==> config.mk <==
export PLATFORM = sky130hd
export DESIGN_NAME = mcu_sequencer
export DESIGN_NICKNAME = d
export VERILOG_FILES = /design/src/rtl/mcu_pkg.sv /design/src/rtl/mcu_onehot_dec.sv /design/src/rtl/mcu_sequencer.sv
export SDC_FILE = /design/constraint.sdc
export NUM_CORES = 1
export LEC_CHECK = 0
export CORE_UTILIZATION = 40
export CTS_CLUSTER_SIZE = 25
export DETAILED_ROUTE_END_ITERATION = 8
export MAX_ROUTING_LAYER = met4
export PLACE_DENSITY = 0.85
export SLEW_MARGIN = 20
export SYNTH_ARGS = -nofsm -noshare
export SYNTH_HDL_FRONTEND = slang
export SYNTH_SLANG_ARGS = --single-unit
export TNS_END_PERCENT = 30
==> constraint.sdc <==
create_clock -name clk -period 5.3 [get_ports clk]
set_clock_uncertainty 0.1 [all_clocks]
set_input_delay 1.06 -clock clk [delete_from_list [all_inputs] [get_ports clk]]
set_output_delay 1.06 -clock clk [all_outputs]
set_load 0.02 [all_outputs]
==> src/rtl/mcu_pkg.sv <==
// rtl/mcu_pkg.sv - instruction field positions, opcode classes and state type for the MCU sequencer
package mcu_pkg;

   // Instruction field positions (16-bit encoding, low bits of the bus)
   localparam int OPC_MSB = 15;
   localparam int OPC_LSB = 12;
   localparam int RD_LSB  = 6;
   localparam int RS_LSB  = 3;
   localparam int IDX_W   = 3;
   localparam int IMM_W   = 6;

   // Opcode classes in ir[15:12]; anything else is illegal
   localparam logic [3:0] OPC_MOV   = 4'h0;
   localparam logic [3:0] OPC_MOVI  = 4'h1;
   localparam logic [3:0] OPC_LOAD  = 4'h2;
   localparam logic [3:0] OPC_STORE = 4'h3;
   localparam logic [3:0] OPC_ALU   = 4'h4;
   localparam logic [3:0] OPC_ALUI  = 4'h5;
   localparam logic [3:0] OPC_HALT  = 4'hF;

   typedef enum logic [4:0] {
      S_FETCH_ADDR,
      S_FETCH_WAIT,
      S_FETCH_IR,
      S_DECODE,
      S_MOV_EX,
      S_MOVI_EX,
      S_A0,
      S_A1,
      S_A2,
      S_A3,
      S_L0,
      S_L1,
      S_L2,
      S_S0,
      S_S1,
      S_S2,
      S_RETIRE,
      S_HALT,
      S_FAULT
   } state_t;

   // Classes whose src field names a register and therefore must be in range;
   // MOVI/ALUI reuse those bits as immediate data.
   function automatic logic uses_src(input logic [3:0] opc);
      return (opc == OPC_MOV) || (opc == OPC_LOAD) ||
             (opc == OPC_STORE) || (opc == OPC_ALU);
   endfunction

endpackage

==> src/rtl/mcu_onehot_dec.sv <==
// rtl/mcu_onehot_dec.sv - register index to one-hot enable decoder with range flag
// Ports:
//   idx    in  IDX_W  register index
//   en     in  1      gates the one-hot output
//   onehot out N      one-hot enable (all zero when en=0 or idx out of range)
//   valid  out 1      idx < N, independent of en
module mcu_onehot_dec
   import mcu_pkg::*;
#(
   parameter int N = 6
) (
   input  logic [IDX_W-1:0] idx,
   input  logic             en,
   output logic [N-1:0]     onehot,
   output logic             valid
);

   always_comb begin
      onehot = '0;
      for (int i = 0; i < N; i++) begin
         onehot[i] = en && (idx == IDX_W'(i));
      end
   end

   assign valid = (int'(idx) < N);

endmodule

==> src/rtl/mcu_sequencer.sv <==
// rtl/mcu_sequencer.sv - unified fetch/decode/execute control sequencer for the bus-based MCU
// Optional feature: define MFC_TIMEOUT_EN to fault when mfc does not arrive
// within MFC_TIMEOUT wait cycles; without it memory waits are unbounded.
// Ports:
//   clk, rst (async, active low)
//   ir            instruction register contents; mfc memory function complete
//   pc_out/pc_inc PC bus drive / increment     ir_en IR load
//   mar_en        MAR load                     mem_en/mem_rw memory request, 1=read
//   mdr_rd_en/mdr_wr_en/mdr_out  MDR controls
//   alu_in0/alu_in1/alu_latch/alu_out_en       ALU controls
//   imm_out/imm_value  sign-extended ir[5:0] and its bus drive
//   reg_in/reg_out one-hot register load / bus drive
//   instr_done retire pulse; halted, fault sticky status
module mcu_sequencer
   import mcu_pkg::*;
#(
   parameter int DATA_W      = 16,
   parameter int NUM_REGS    = 6,
   parameter int MFC_TIMEOUT = 15
) (
   input  logic                clk,
   input  logic                rst,
   input  logic [DATA_W-1:0]   ir,
   input  logic                mfc,
   output logic                pc_out,
   output logic                pc_inc,
   output logic                ir_en,
   output logic                mar_en,
   output logic                mem_en,
   output logic                mem_rw,
   output logic                mdr_rd_en,
   output logic                mdr_wr_en,
   output logic                mdr_out,
   output logic                alu_in0,
   output logic                alu_in1,
   output logic                alu_latch,
   output logic                alu_out_en,
   output logic                imm_out,
   output logic [DATA_W-1:0]   imm_value,
   output logic [NUM_REGS-1:0] reg_in,
   output logic [NUM_REGS-1:0] reg_out,
   output logic                instr_done,
   output logic                halted,
   output logic                fault
);

   state_t           state, state_nxt;
   logic [3:0]       opc;
   logic [IDX_W-1:0] rd, rs, out_idx;
   logic             in_en, out_en;
   logic             rd_ok, rs_ok;
   logic             wait_st;
   logic             timeout_hit;
   logic             unused_cfg;

   assign opc       = ir[OPC_MSB:OPC_LSB];
   assign rd        = ir[RD_LSB +: IDX_W];
   assign rs        = ir[RS_LSB +: IDX_W];
   assign imm_value = {{(DATA_W-IMM_W){ir[IMM_W-1]}}, ir[IMM_W-1:0]};
   assign wait_st   = (state == S_FETCH_WAIT) || (state == S_L1) || (state == S_S2);

   // reg_in always targets rd; reg_out selects rs or rd depending on the step.
   // In DECODE out_idx rests on rs, so the two valid flags are the range checks.
   mcu_onehot_dec #(.N(NUM_REGS)) u_dec_in (
      .idx    (rd),
      .en     (in_en),
      .onehot (reg_in),
      .valid  (rd_ok)
   );

   mcu_onehot_dec #(.N(NUM_REGS)) u_dec_out (
      .idx    (out_idx),
      .en     (out_en),
      .onehot (reg_out),
      .valid  (rs_ok)
   );

`ifdef MFC_TIMEOUT_EN
   localparam int TO_W = $clog2(MFC_TIMEOUT + 1);
   logic [TO_W-1:0] wait_cnt;

   // Wait states are never back to back, so clearing outside them clears on entry.
   always_ff @(posedge clk or negedge rst) begin
      if (!rst)          wait_cnt <= '0;
      else if (!wait_st) wait_cnt <= '0;
      else               wait_cnt <= wait_cnt + TO_W'(1);
   end

   assign timeout_hit = wait_st && (wait_cnt == TO_W'(MFC_TIMEOUT - 1));
   assign unused_cfg  = ^ir[11:9];
`else
   assign timeout_hit = 1'b0;
   // The ALU op field goes straight to the ALU; MFC_TIMEOUT only matters with the timeout.
   assign unused_cfg  = ^{ir[11:9], 32'(MFC_TIMEOUT)};
`endif

   always_ff @(posedge clk or negedge rst) begin
      if (!rst) state <= S_FETCH_ADDR;
      else      state <= state_nxt;
   end

   always_comb begin
      state_nxt = state;
      case (state)
         S_FETCH_ADDR: state_nxt = S_FETCH_WAIT;
         S_FETCH_WAIT: if (mfc) state_nxt = S_FETCH_IR;
                       else if (timeout_hit) state_nxt = S_FAULT;
         S_FETCH_IR:   state_nxt = S_DECODE;
         S_DECODE: begin
            if (opc == OPC_HALT)                              state_nxt = S_HALT;
            else if (!rd_ok || (uses_src(opc) && !rs_ok))     state_nxt = S_FAULT;
            else begin
               case (opc)
                  OPC_MOV:           state_nxt = S_MOV_EX;
                  OPC_MOVI:          state_nxt = S_MOVI_EX;
                  OPC_LOAD:          state_nxt = S_L0;
                  OPC_STORE:         state_nxt = S_S0;
                  OPC_ALU, OPC_ALUI: state_nxt = S_A0;
                  default:           state_nxt = S_FAULT;
               endcase
            end
         end
         S_MOV_EX, S_MOVI_EX: state_nxt = S_RETIRE;
         S_A0:   state_nxt = S_A1;
         S_A1:   state_nxt = S_A2;
         S_A2:   state_nxt = S_A3;
         S_A3:   state_nxt = S_RETIRE;
         S_L0:   state_nxt = S_L1;
         S_L1:   if (mfc) state_nxt = S_L2;
                 else if (timeout_hit) state_nxt = S_FAULT;
         S_L2:   state_nxt = S_RETIRE;
         S_S0:   state_nxt = S_S1;
         S_S1:   state_nxt = S_S2;
         S_S2:   if (mfc) state_nxt = S_RETIRE;
                 else if (timeout_hit) state_nxt = S_FAULT;
         S_RETIRE: state_nxt = S_FETCH_ADDR;
         default:  state_nxt = state;   // HALT and FAULT hold until reset
      endcase
   end

   // Outputs are decoded from state; holding rst low forces the idle pattern
   // immediately, which also drops any in-flight memory request.
   always_comb begin
      pc_out     = 1'b0;
      pc_inc     = 1'b0;
      ir_en      = 1'b0;
      mar_en     = 1'b0;
      mem_en     = 1'b0;
      mem_rw     = 1'b1;
      mdr_rd_en  = 1'b0;
      mdr_wr_en  = 1'b0;
      mdr_out    = 1'b0;
      alu_in0    = 1'b0;
      alu_in1    = 1'b0;
      alu_latch  = 1'b0;
      alu_out_en = 1'b0;
      imm_out    = 1'b0;
      instr_done = 1'b0;
      halted     = 1'b0;
      fault      = 1'b0;
      in_en      = 1'b0;
      out_en     = 1'b0;
      out_idx    = rs;
      if (rst) begin
         case (state)
            S_FETCH_ADDR: begin pc_out = 1'b1; mar_en = 1'b1; end
            S_FETCH_WAIT: begin mem_en = 1'b1; mdr_rd_en = mfc; end
            S_FETCH_IR:   begin mdr_out = 1'b1; ir_en = 1'b1; end
            S_MOV_EX:     begin out_en = 1'b1; in_en = 1'b1; end
            S_MOVI_EX:    begin imm_out = 1'b1; in_en = 1'b1; end
            S_A0:         begin out_en = 1'b1; out_idx = rd; alu_in0 = 1'b1; end
            S_A1: begin
               alu_in1 = 1'b1;
               if (opc == OPC_ALUI) imm_out = 1'b1;
               else                 out_en  = 1'b1;
            end
            S_A2:         alu_latch = 1'b1;
            S_A3:         begin alu_out_en = 1'b1; in_en = 1'b1; end
            S_L0, S_S0:   begin out_en = 1'b1; mar_en = 1'b1; end
            S_L1:         begin mem_en = 1'b1; mdr_rd_en = mfc; end
            S_L2:         begin mdr_out = 1'b1; in_en = 1'b1; end
            S_S1:         begin out_en = 1'b1; out_idx = rd; mdr_wr_en = 1'b1; end
            S_S2:         begin mem_en = 1'b1; mem_rw = 1'b0; end
            S_RETIRE:     begin pc_inc = 1'b1; instr_done = 1'b1; end
            S_HALT:       halted = 1'b1;
            S_FAULT:      fault = 1'b1;
            default:      ;
         endcase
      end
   end

endmodule

## After elaboration in Yosys (flattened, before gate mapping)

Index checks and enable logic that the tools add are counted.

- Register bits: 5
- Input bits: 19
- Logic and storage cells: 120

- $lt $le $gt $ge: 2
- Eq/ne operators: 37
- Muxes and demuxes: 47
- Reductions and logical operators: 33

Operator list:

| kind | number |
|---|---|
| case mux 5 bit (14 select lines) | 1 |
| == test 5 x 4 -> 1 bit (second input constant) | 8 |
| two-way mux 1 bit | 36 |
| two-way mux 5 bit | 5 |
| case mux 5 bit (5 select lines) | 1 |
| == test 5 x 3 -> 1 bit (second input constant) | 4 |
| == test 5 bit (second input constant) | 3 |
| nonzero test 14 bit | 1 |
| logical AND 1 bit | 13 |
| == test 3 x 2 -> 1 bit (second input constant) | 4 |
| == test 3 bit (second input constant) | 4 |
| == test 5 x 2 -> 1 bit (second input constant) | 2 |
| == test 4 x 2 -> 1 bit (second input constant) | 2 |
| == test 4 x 3 -> 1 bit (second input constant) | 2 |
| OR reduction 2 bit | 4 |
| == test 3 x 1 -> 1 bit (second input constant) | 2 |
| logical NOT 3 bit | 2 |
| < comparator 3 bit (second input constant) | 2 |
| two-way mux 3 bit | 2 |
| != test 2 bit (second input constant) | 3 |
| OR reduction 3 bit | 2 |
| == test 5 x 1 -> 1 bit (second input constant) | 1 |
| logical NOT 5 bit | 1 |
| OR reduction 5 bit | 1 |
| other kinds (8) | 13 |

## Longest topological paths before layout

Gate-level depths: netlist of the first run.

- Depth after elaboration: 11
- Mapped depth: 6
- Mapped depth without buffers: 4

## By module

Synthesis of the first run repeated with hierarchy kept, for this count alone.

- Cell total of the unflattened synthesis: 146
- Area, all modules: 1113.6 um^2

By module, submodules not included:

| module | instances | cells each | area each (um^2) | seq. area each (um^2) |
|---|---|---|---|---|
| mcu_sequencer | 1 | 132 | 958.4 | 125.1 |
| mcu_onehot_dec | 2 | 7 | 77.6 | 0.0 |

## Least setup slack after synthesis of the first run

No wires, ideal clock.

- Path type: input -> output
- From: input port rst
- To: output port reg_out[2]
- Arrival time: 2.323 ns
- Required time: 4.140 ns
- Slack: 1.817 ns
- Cell stages on the path: 4
- Path buffers: 0
- Path through: nand4b_1 > nor2_1 > a21oi_1 > nor3b_1

- Longest elaborated chain between the ends: 3
- Elaborated cells on any way between the ends: 4
- Classes of those cells: 1 x eq/ne; 2 x mux; 1 x reduce/logical

RTL lines:

| item | line | source |
|---|---|---|
| from (decl) | mcu_sequencer.sv:22 | `input logic rst,` |
| two-way mux 3 bit | mcu_sequencer.sv:164 | `if (rst) begin` |
| == test 3 x 2 -> 1 bit | mcu_onehot_dec.sv:21 | `onehot[i] = en && (idx == IDX_W'(i));` |
| logical AND 1 bit (*) | mcu_onehot_dec.sv:21 |  |
| to (decl) | mcu_sequencer.sv:41 | `output logic [NUM_REGS-1:0] reg_out,` |

Mark *: on every way between the ends. The rest lies on a longest branch, timed or not.

## Final worst setup path of the first run

Ends and elaborated chain as after synthesis.

==> results of run 1 <==
## cells in the final DEF, fill, tap and decap left out, drive strengths merged, types with 2 or more instances in the layout
master	n
nor2	15
nor3	15
inv	4
nand2b	7
mux2	2
o211ai	3
a211oi	2
o21ai	7
mux2i	4
or4	2
clkdlybuf4s50	54
clkbuf	4
nor4	2
nor2b	5
nand4	2
a211o	2
or3	3
a21oi	6
a21o	4
dfrtp	5
nand2	16
nand4b	2
## power breakdown
group | internal [W] | switching, W | leakage [nW]
sequential | 0.0000387 | 0.00000250 | 0.0588
clock | 0.0000285 | 0.0000156 | 0.0150
combinational | 0.0000238 | 0.0000261 | 0.467
## cell families (layout without fill, tap and decap cells)
family | count (synthesis) | after routing | share of synthesized area (%)
buf+inv | 34 | 63 | 19.2
compound gates | 36 | 36 | 23.9
flops | 5 | 5 | 11.7
simple gates | 77 | 77 | 38.6
xor+xnor | 1 | 1 | 0.816
mux | 6 | 6 | 5.83
## per-stage QoR
step | power, W | utilization (%) | setup slack (ps) | hold slack (ps)
2_1_floorplan | 0.0000741 | - | 1820 | 633
3_3_place_gp | 0.0000897 | 58.7 | 962 | 734
3_5_place_dp | 0.0000911 | 58.7 | 922 | 761
4_1_cts | 0.000135 | 59.8 | 930 | 769
5_1_grt | 0.000141 | 59.8 | 769 | 803
6_report | 0.000135 | 59.8 | 937 | 770
## worst max path at each step
stage | start | depth (start not counted) | to | slack [ps]
floorplan | rst | 4 | reg_out[2] | 1820
global placement | rst | 5 | reg_out[2] | 960
detailed placement | rst | 5 | reg_out[2] | 920
CTS | rst | 5 | reg_out[2] | 930
global route | rst | 5 | reg_out[2] | 770
finish | rst | 5 | reg_out[2] | 940
## routing by layer
layer  wire (um)  up-vias  GRT usage (%)
li1            -      621              -
met1        1360      581           29.1
met2        1570       39           36.4
met3         150        2           3.11
met4           6        0           6.14
met5           0        -              -
## area by class of cell
class | count | area [um^2]
Fill cell | 243 | 1010
Multi-Input combinational cell | 120 | 742
Timing Repair Buffer | 55 | 548
Sequential cell | 5 | 125
Tap cell | 30 | 37.5
Clock buffer | 4 | 26.3
Inverter | 4 | 15.0
## worst register-to-register path: stages, from the launching register on
cell      delay, ps
dfrtp_1         790
nand4_2         490
a2111o_1        510
a32oi_1         180
==> summary.md, run 1 <==
| Metric | Value |
|---|---|
| Status | `complete, no violations` |
| Final hold vios | `0` |
| Routability cong. | `0.789` |
| Top reg by flops | `state` |
| Warnings from Yosys | `0` |
| Crit-path max FO | `12` |
| IO buf count | `54` |
| Kind of critical path | `primary input to output pin` |
| Synthesized area | `about 1100 um^2` |
| Hold Path Origin | `state[4]$_DFFE_PN0P_` |
| Largest registers | `state x5` |
| Leak | `0.541 nW` |
| Rel. slew slack | `53.3%` |
| Area share of the leading cell type in the synthesized netlist | `11.9%` |
| Die Width | `53.8 um` |
| Synth top cells by count | `buf_4, nand2_1, nor3_1, nor2_1, nand2b_1` |
| HP Class | `flop to flop` |
| Reg clk slew, reported paths | `40 ps` |
| Initial cell density of the core | `42.9%` |
| Placed cell count | `214` |
| Number of flip-flops in the largest register | `5` |
| Crit-path cells | `clkdlybuf4s50_1 -> nand4_2 -> mux2_1 -> nor3b_1 -> clkdlybuf4s50_1` |
| Nets | `208` |
| DR vias | `roughly 1.2k` |
| Synth unique cells | `51` |
| # DRC | `0` |
| Total die area | `2890 um^2` |
| CP most frequent cell | `clkdlybuf4s50_1` |
| Hold bufs inserted after CTS | `0` |
| Total track usage | `22.5%` |
| Fraction of registers with async set/reset | `100%` |
| Area after DPL | `1470 um^2` |
| Sequential element share of the synthesized area | `around an eighth` |
| Clock Path Buffers | `2` |
| Largest net degree at the start of global routing | `27` |
| Violation count after the first detailed-route iteration | `36` |
| Cells after synthesis | `~160` |
| Max incr delay on CP | `630 ps` |
| TritonCTS clock tree | `yes` |
| Most numerous cell in the Yosys netlist | `buf_4` |
| Final cycle utilization of the critical path | `82.3%` |
| FP Rows | `18` |
| Die Ht | `53.8 um` |
| DP HPWL | `2330 um` |
| Ys flop type | `dfrtp_1` |
| CTS Buf Count | `3` |
| Max Freq | `229 MHz` |
| Reg2Reg Launch Point | `state[1]$_DFFE_PN0P_` |
| Post-synth top area cell | `buf_4` |
| Final setup viols | `0` |
| Layout cells sized above 1 | `4.26%` |
| Non-Filler Instances | `218` |
| Syn Area/Cell | `approximately 6.8 um^2` |
| Crit path DAT | `approximately 3200 ps` |
| Overflow left after global routing | `0` |
| Post-CTS setup buffer count | `0` |
| Kind of cell adding the most delay to the critical path | `buffers and inverters` |
| Setup crit start kind | `primary input` |
| Detailed Route WL | `just over 3000 um` |
| Initial antenna violation count | `0` |
| Hold depth | `2` |
| Syn nets | `178` |
| Setup TNS | `0 ps` |
| Worst path buffer plus inverter count | `2` |
| # diodes | `0` |
| Layout area overhead | `39.2%` |
| Post_cts resized | `0` |
| First-pass GRT wire length | `4680 um` |
| Drt pass-1 iters | `4` |
| Unrepaired setup endpoints after global routing | `no` |
| Htree depth | `1` |
| Max-Cap Viols | `0` |
| Core Area | `2500 um^2` |
| Max Slew Vio Count | `0` |
| Vias in the first global route | `about 1k` |
| Post-synth EDFFs | `0` |
| Routed len/inst | `14.2 um` |
| Top Ports | `64` |
| CP required | `slightly above 4000 ps` |
| R2R Setup Slk | `~3200 ps` |
| Crit end category | `output pin` |
| Largest cells by area after synthesis | `buf_4, dfrtp_1, nor3_1` |
| Min-Delay Endpoint | `state[0]$_DFFE_PN0P_` |
| Measured slew at the worst slew-check pin | `700 ps` |
| R2r worst-path depth | `3` |
| Final Critical Period | `roughly 4400 ps` |
| Slowest CP cell | `clkdlybuf4s50_1` |
| Routed Antenna Nets | `0` |
| Max rail drop VDD | `83.6 uV` |
| Register bit total from synthesis | `5` |
| RR Endpoint | `state[0]$_DFFE_PN0P_` |
| Clk root buf | `clkbuf_4` |
| Latest clock arrival within the worst-skew pair | `240 ps` |
| Pwr Density | `90.5 nW/um^2` |
| Vias/cell | `5.70` |
| Final Cell Area | `1490 um^2` |
| Sink Count | `5` |
Power figures use the tool's default switching activity.
==> run 2, diff against run 1 <==
- CORE_UTILIZATION: 40 -> 34
- PLACE_DENSITY: 0.85 -> 0.77
- clock period: 5.3 -> 3.95 ns (I/O delays scaled with it)
==> run 2 against run 1 <==
Clock-buffer cell count unchanged. Sequential cell count is the same. Worst hold slack lost 120 ps. Via count decreased by 3.4%. First-iteration DRC count is 14% higher. Global-route usage down 4.2 points. Die area grew 17%. Clock power is 30% higher. Critical path type unchanged.
==> summary.md, run 2 (synthesis results as in run 1) <==
| Metric | Value |
|---|---|
| Status | `complete, no violations` |
| Final total power | `0.000181 W` |
| Detailed Route WL | `between 2000 and 3000 um` |
| Max incr delay on CP | `640 ps` |
| CP most frequent cell | `clkdlybuf4s50_1` |
| Measured slew at the worst slew-check pin | `~600 ps` |
| Initial antenna violation count | `0` |
| Unrepaired setup endpoints after global routing | `no` |
| Final setup viols | `0` |
| Max rail drop VDD | `about 76 uV` |
| Crit path DAT | `2920 ps` |
| Commonest non-fill, non-tap cell in the layout | `clkdlybuf4s50_1` |
| Layout area overhead | `45.2%` |
| # diodes | `0` |
| Final cycle utilization of the critical path | `a little over nine tenths` |
| Htree depth | `1` |
| Nets | `214` |
| R2R Setup Slk | `2060 ps` |
| Routability cong. | `0.803` |
| Reg clk slew, reported paths | `40 ps` |
| Crit end category | `output pin` |
| Final Critical Period | `3810 ps` |
| Setup TNS | `0 ps` |
| Setup crit start kind | `primary input` |
| Largest registers | `state x5` |
| TritonCTS clock tree | `yes` |
| Layout cells sized above 1 | `7.22%` |
| Hold bufs inserted after CTS | `0` |
| Drt pass-1 iters | `4` |
| Rel. slew slack | `60.3%` |
| Hold_ws | `653 ps` |
| DP HPWL | `2280 um` |
| Clk root buf | `clkbuf_4` |
| # DRC | `0` |
| First-pass GRT wire length | `4750 um` |
| Slowest CP cell | `clkdlybuf4s50_1` |
| Vias in the first global route | `1003` |
| Die Ht | `between 50 and 60 um` |
| Kind of cell adding the most delay to the critical path | `buffers and inverters` |
| Violation count after the first detailed-route iteration | `41` |
| Die Width | `58.2 um` |
| Top reg by flops | `state` |
| Routed len/inst | `12.4 um` |
| CP required | `3060 ps` |
| Crit-path cells | `clkdlybuf4s50_1 -> nand4_2 -> buf_4 -> mux2i_1 -> nor3_1 -> clkdlybuf4s50_1` |
| Max-Cap Viols | `0` |
| Post-CTS setup buffer count | `0` |
| Number of flip-flops in the largest register | `5` |
| Overflow left after global routing | `0` |
| Most frequent cells in the layout | `clkdlybuf4s50_1, nand2_1, nor3_1` |
| Clock Path Buffers | `2` |
| Vias/cell | `5.05` |
| Leak | `0.588 nW` |
| Final hold vios | `0` |
| Post_cts resized | `0` |
| Kind of critical path | `primary input to output pin` |
| CTS Buf Count | `3` |
| Total die area | `3390 um^2` |
| Routed Antenna Nets | `0` |
| Top Ports | `64` |
| Crit-path max FO | `7` |
| Initial cell density of the core | `35.5%` |
| Max Freq | `262 MHz` |
| Pwr Density | `~120 nW/um^2` |
| FP Rows | `20` |
| Latest clock arrival within the worst-skew pair | `around 240 ps` |
| Worst path buffer plus inverter count | `3` |
| Sink Count | `5` |
| Max Slew Vio Count | `0` |
| HP Class | `flop to flop` |
| Largest net degree at the start of global routing | `24` |
| Core Area | `just over 3000 um^2` |
| IO buf count | `54` |
| Total track usage | `a little under a fifth` |
| DR vias | `1201` |
| Final core occ | `between 50 and 60%` |
run 2: changes by cell type in the layout (fill, tap and decap cells not counted):
cell             delta
buf_4               +6
dlymetal6s2s_1      +1
clkdlybuf4s50_1     -1
run 2: per-stage QoR:
stage               cell area [um^2]  worst slack, ps  instances
finish                          1560              140        238
global route                    1560             55.9        238
CTS                             1560             81.4        238
detailed placement              1530             77.7        234
global placement                1530              114        234
floorplan                       1070             1010        159
run 2: path summary, 6_finish.rpt:
path                                      start  cells after the start                   end
setup / recovery                            rst                      6            reg_out[0]
hold / removal             state[4]$_DFFE_PN0P_                      3  state[0]$_DFFE_PN0P_
setup reg to reg           state[2]$_DFFE_PN0P_                      3  state[0]$_DFFE_PN0P_
hold reg to reg            state[4]$_DFFE_PN0P_                      3  state[0]$_DFFE_PN0P_
max in group asynchronous                   rst                      2  state[0]$_DFFE_PN0P_
min in group asynchronous                   rst                      2  state[3]$_DFFE_PN0P_
run 2: worst register-to-register path, stage by stage, from the launching register on:
cell      delay [ps]
dfrtp_1          710
nand4_2          350
a2111o_1         470
a32oi_1          180
run 2: power by group:
group	leakage (nW)	switching [W]	total [W]	internal, W
registers	0.0588	0.000000663	0.0000527	0.0000520
clock network	0.0150	0.0000194	0.0000575	0.0000381
logic	0.514	0.0000371	0.0000705	0.0000334
total	0.588	0.0000572	0.000181	0.000123
run 2: metal layers:
layer  vias to the layer above  routed length [um]  global-route usage (%)
li1                        632                   -                       -
met1                       533                1480                    27.4
met3                         4                 106                    1.34
met4                         0                  21                    5.78
met2                        32                1350                    25.8
met5                         -                   0                       -
run 2: area by class of cell:
class	count	area, um^2
clock buffers	4	26.3
fillers	297	1470
multi-input cells	120	742
inverters	4	15.0
repair buffers	61	596
well taps	44	55.1
flip-flops and latches	5	125
==> run 3, diff against run 2 <==
- HOLD_SLACK_MARGIN: unset -> 0.06
==> results of run 3 <==
Final layout, timing and power as in run 2 (identical DEF).
